$ cat config.mk
export PLATFORM = sky130hd
export DESIGN_NAME = conv_loop_ctrl
export DESIGN_NICKNAME = d
export VERILOG_FILES = /design/src/rtl/conv_loop_ctrl.sv
export SDC_FILE = /design/constraint.sdc
export NUM_CORES = 1
export LEC_CHECK = 0
export CAP_MARGIN = 5
export CORE_UTILIZATION = 47
export DETAILED_ROUTE_END_ITERATION = 10
export HOLD_SLACK_MARGIN = 0.02
export PLACE_DENSITY_LB_ADDON = 0.12
export SYNTH_ARGS = -nofsm -noshare
export SYNTH_HDL_FRONTEND = slang
export SYNTH_SLANG_ARGS = --single-unit
$ cat constraint.sdc
create_clock -name clk -period 2.3 [get_ports clk]
set_input_delay 0.23 -clock clk [delete_from_list [all_inputs] [get_ports clk]]
set_output_delay 0.23 -clock clk [all_outputs]
set_load 0.02 [all_outputs]
$ cat src/rtl/conv_loop_ctrl.sv
// conv_loop_ctrl: sequences one conv layer pass (row, col, kr, kc taps), then drains the MAC pipe and pulses done
// start_i begins a pass from IDLE; stall_i freezes tap issue while running.
// busy_o covers RUN and DRAIN; done_o is a one-cycle pulse after the drain.
// valid_o qualifies row_o/col_o/kr_o/kc_o; first_o/last_o mark window edges.
module conv_loop_ctrl #(
  parameter int OUT_ROW = 4,
  parameter int OUT_COL = 4,
  parameter int KERNEL = 3,
  parameter int DRAIN_CYC = 2,
  localparam int RW = $clog2(OUT_ROW) < 1 ? 1 : $clog2(OUT_ROW),
  localparam int CW = $clog2(OUT_COL) < 1 ? 1 : $clog2(OUT_COL),
  localparam int KW = $clog2(KERNEL) < 1 ? 1 : $clog2(KERNEL),
  localparam int DW = $clog2(DRAIN_CYC + 1) < 1 ? 1 : $clog2(DRAIN_CYC + 1)
) (
  input  logic          clk,
  input  logic          rst,
  input  logic          start_i,
  input  logic          stall_i,
  output logic          busy_o,
  output logic          done_o,
  output logic          valid_o,
  output logic [RW-1:0] row_o,
  output logic [CW-1:0] col_o,
  output logic [KW-1:0] kr_o,
  output logic [KW-1:0] kc_o,
  output logic          first_o,
  output logic          last_o
);
  typedef enum logic [1:0] {IDLE, RUN, DRAIN, DONE} state_t;
  localparam logic [DW-1:0] DLAST = DW'(DRAIN_CYC > 0 ? DRAIN_CYC - 1 : 0);
  state_t state;
  logic [DW-1:0] dcnt;
  logic kc_end, kr_end, col_end, row_end;
  assign kc_end = kc_o == KW'(KERNEL - 1);
  assign kr_end = kr_o == KW'(KERNEL - 1);
  assign col_end = col_o == CW'(OUT_COL - 1);
  assign row_end = row_o == RW'(OUT_ROW - 1);
  assign valid_o = state == RUN && !stall_i;
  assign busy_o = state == RUN || state == DRAIN;
  assign done_o = state == DONE;
  assign first_o = valid_o && kr_o == '0 && kc_o == '0;
  assign last_o = valid_o && kr_end && kc_end;
  always_ff @(posedge clk or posedge rst) begin
    if (rst) begin
      state <= IDLE;
      dcnt <= '0;
      row_o <= '0;
      col_o <= '0;
      kr_o <= '0;
      kc_o <= '0;
    end else begin
      case (state)
        IDLE: if (start_i) state <= RUN;
        RUN: if (!stall_i) begin
          kc_o <= kc_end ? '0 : kc_o + 1'b1;
          if (kc_end) kr_o <= kr_end ? '0 : kr_o + 1'b1;
          if (kc_end && kr_end) col_o <= col_end ? '0 : col_o + 1'b1;
          if (kc_end && kr_end && col_end) row_o <= row_end ? '0 : row_o + 1'b1;
          if (kc_end && kr_end && col_end && row_end) begin
            state <= DRAIN_CYC == 0 ? DONE : DRAIN;
            dcnt <= '0;
          end
        end
        DRAIN: if (dcnt == DLAST) state <= DONE; else dcnt <= dcnt + 1'b1;
        DONE: state <= IDLE;
        default: state <= IDLE;
      endcase
    end
  end
endmodule

==> flow_summary_export.csv <==
group,metric,value,unit
worst_setup_path,critPathArrivalTime,1850,ps
cells_and_area,layout-drive-gt1-share,12.8,%
die,die_h,40.6,microns
worst_setup_path,required,2070,ps
cts,cts_made_buffers,3,
cells_and_area,multiInputGateArea,375,sq um
drt,vias,544,
placed_design,numPortBuffers,16,
power_and_ir_drop,p_per_area,826,nW/um^2
min_path,hold_class,"in2async",
worst_setup_path,end_kind,"primary output",
synthesis,avgSynthCellArea,11.0,sq um
synthesis,ys_warn_count,0,
cts,post_cts_buffers,0,
worst_setup_path,timing.rr.start,"kr_o[0]",
synthesis,synth_nets,76,
drt,via_per_inst,5.39,
timing,skew,1.46,ps
synthesis,netlist_instances,64,
timing,setup_viol,0,
power_and_ir_drop,p_sw_share,36.8,%
worst_setup_path,max_stage_delay,590,ps
cts,tritoncts,"yes",
placed_design,dpl.cell_count,98,
global_routing,grt_max_degree,13,
drt,wirelength,1170,microns
synthesis,synth-seq-cells,12,
worst_setup_path,crit_family,"buffers and inverters",
timing,fmax,0.482,GHz
power_and_ir_drop,p_leak,0.000493,uW
cts,root_buffer,"clkbuf_4",
power_and_ir_drop,seq_power_share,41.6,%
power_and_ir_drop,p_int,486,uW
cells_and_area,final-seq-area,300,sq um
die,std_cell_rows,13,
timing,finalMaxSlewViolations,0,
synthesis,yosys-top-cells-area,"dfrtp_1 43%, ha_1 14%, mux2_1 8.0%",
synthesis,ys_seq_area_share,42.8,%
power_and_ir_drop,peakVddDrop,531,uV
cts,cts_sinks,12,
cts,cts_max_level,1,
drt,routed_wire_length_per_instance,11.6,microns
worst_setup_path,cpMostUsedCell,"inv_1",
global_routing,grt-ovfl-total,0,
placed_design,place.gp.congestion,0.642,
timing,min_period,2080,ps
global_routing,grt_util_all_layers,18.2,%
worst_setup_path,reg2regPathDepth,4,
power_and_ir_drop,pwr-share-comb,41.9,%
cts,clk_pin_slew,70,ps
timing,relSlewSlack,67.9,%
power_and_ir_drop,pwr-share-clk,16.6,%
timing,rsz0062_at_grt,"false",
die,io_pins,17,
cells_and_area,antenna_cells,0,
job,drv_cap,0,
worst_setup_path,rr_endpoint,"dcnt[0]",
worst_setup_path,cp_num_buf_inv,4,
drt,drc_errors,0,
die,core_area,1350,sq um
worst_setup_path,path_class,"reg2out",
cells_and_area,fillers,110,
timing,setup-tns-final,0,ps
timing,hold_viol_final,0,
power_and_ir_drop,net-switching-power,283,uW
cts,clock_tree.buffer_depth,2,
die,die-area,1650,sq um
synthesis,synth_cell_type_count,22,
synthesis,synth_largest_area_cell,"dfrtp_1",
placed_design,dp.final_hpwl,915,microns
die,fp.dieW,40.6,microns
cts,cts_resized,0,
cells_and_area,finalNonFillerCells,101,
worst_setup_path,worstPathCellList,"inv_1, ha_1, nand2b_1, buf_4, inv_1, clkdlybuf4s50_1",
global_routing,first_global_vias,464,
die,start_util,52.0,%
cts,cts_hold_buf,0,
cells_and_area,area_growth,32.6,%
worst_setup_path,worstSetupStartpointType,"register",
worst_setup_path,slowest_stage,"clkdlybuf4s50_1",
synthesis,yosys.area.top_type_share,42.8,%
status,status,"finished, final reports clean",
drt,drt-pass1-iter-count,4,
worst_setup_path,cp_max_fo,5,
timing,worst_slew_pin_slew,481,ps
cells_and_area,finish.utilization,69.0,%
cells_and_area,layout.nets,100,
timing,fin_crit_sh,90.3,%
global_routing,grt_pass1_wl,1920,microns
global_routing,antenna_found_initial,0,
worst_setup_path,reg2reg_slack,430,ps
drt,drtIter0Drc,6,
synthesis,synthesis.area,702,sq um
cts,insertion_delay,270,ps
drt,ant_nets,0,
## cells by family (layout without fill, tap and decap cells)
logic type / count (synthesis) / count (layout) / synth area share [%]
AND/OR/NAND/NOR: 23 / 23 / 18.7
adder cells (fa/ha/maj): 8 / 8 / 14.3
flip-flops: 12 / 12 / 42.8
buffers and inverters: 7 / 29 / 3.74
AO/OA/AOI/OAI: 8 / 8 / 10.9
multiplexers: 6 / 6 / 9.62
## metrics by stage
stage | total power [uW] | area (sq um) | setup slack (ps) | hold slack [ps]
finish | 769 | 931 | 224 | 274
CTS | 777 | 926 | 81.9 | 282
detailed placement | 649 | 903 | 267 | 510
global route | 823 | 931 | 77.9 | 352
global placement | 640 | 903 | 279 | 486
floorplan | 498 | 702 | 354 | 94.7
## cell usage in the layout (no fill, tap or decap)
cell type         n
clkbuf_4          3
clkdlybuf4s50_1  14
nand2_1           4
nand2b_1          3
nor3_2            1
and2_1            1
a21o_1            1
mux2_1            5
or3b_4            1
inv_1             7
a211o_1           2
nor2_1            5
o21ai_1           1
o41ai_4           1
buf_4             3
nand3_2           1
dfrtp_1          12
mux2_2            1
o21ai_0           2
and3_1            3
nand3_1           1
nor3b_1           1
nor3_1            2
ha_1              8
a32oi_1           1
dlymetal6s2s_1    2
## flip-flops by register name (all words and copies together) (netlist names)
name / count
col_o: 2
dcnt: 2
kc_o: 2
kr_o: 2
row_o: 2
state: 2
## worst reg2reg max path, cell delays in order (launching register included)
cell     delay, ps
dfrtp_1        430
or3b_4         440
o41ai_4        410
o21ai_1        170
a211o_1        320
## worst max path at each step
| stage | cells past startpoint | end | slack (ps) | from |
|---|---|---|---|---|
| 6_report | 6 | valid_o | 220 | state[1] |
| 3_3_place_gp | 5 | first_o | 280 | stall_i |
| 4_1_cts | 6 | first_o | 80 | state[1] |
| 5_1_grt | 6 | valid_o | 80 | state[1] |
| 2_1_floorplan | 4 | row_o[0] | 350 | kr_o[0] |
| 3_5_place_dp | 5 | first_o | 270 | stall_i |
## power by group through the flow
stage	Combinational (uW)	Sequential, uW	Clock, uW
floorplan	118	380	0
global placement	321	319	0
detailed placement	326	323	0
CTS	328	319	130
global route	358	329	136
finish	322	319	127
## cells in the mapped netlist (all sizes together)
cell     n
dfrtp   12
ha       8
inv      7
mux2     6
nor2     5
nand2    4
and3     3
nand2b   3
nor3     3
o21ai    3
a211o    2
nand3    2
a21o     1
a32oi    1
and2     1
nor3b    1
o41ai    1
or3b     1
## final cells by class
class | instances | area share (%)
tap | 15 | 2.02
sequential | 12 | 32.3
timing repair buffer | 19 | 20.2
multi-input combinational | 45 | 40.3
inverter | 7 | 2.82
clock buffer | 3 | 2.42
## metal layers
metal	GRT usage (%)	wire length (microns)
met5	0	0
met4	10.0	21
met3	3.26	58
met2	27.4	494
met1	24.7	594
Power figures use the tool's default switching activity.
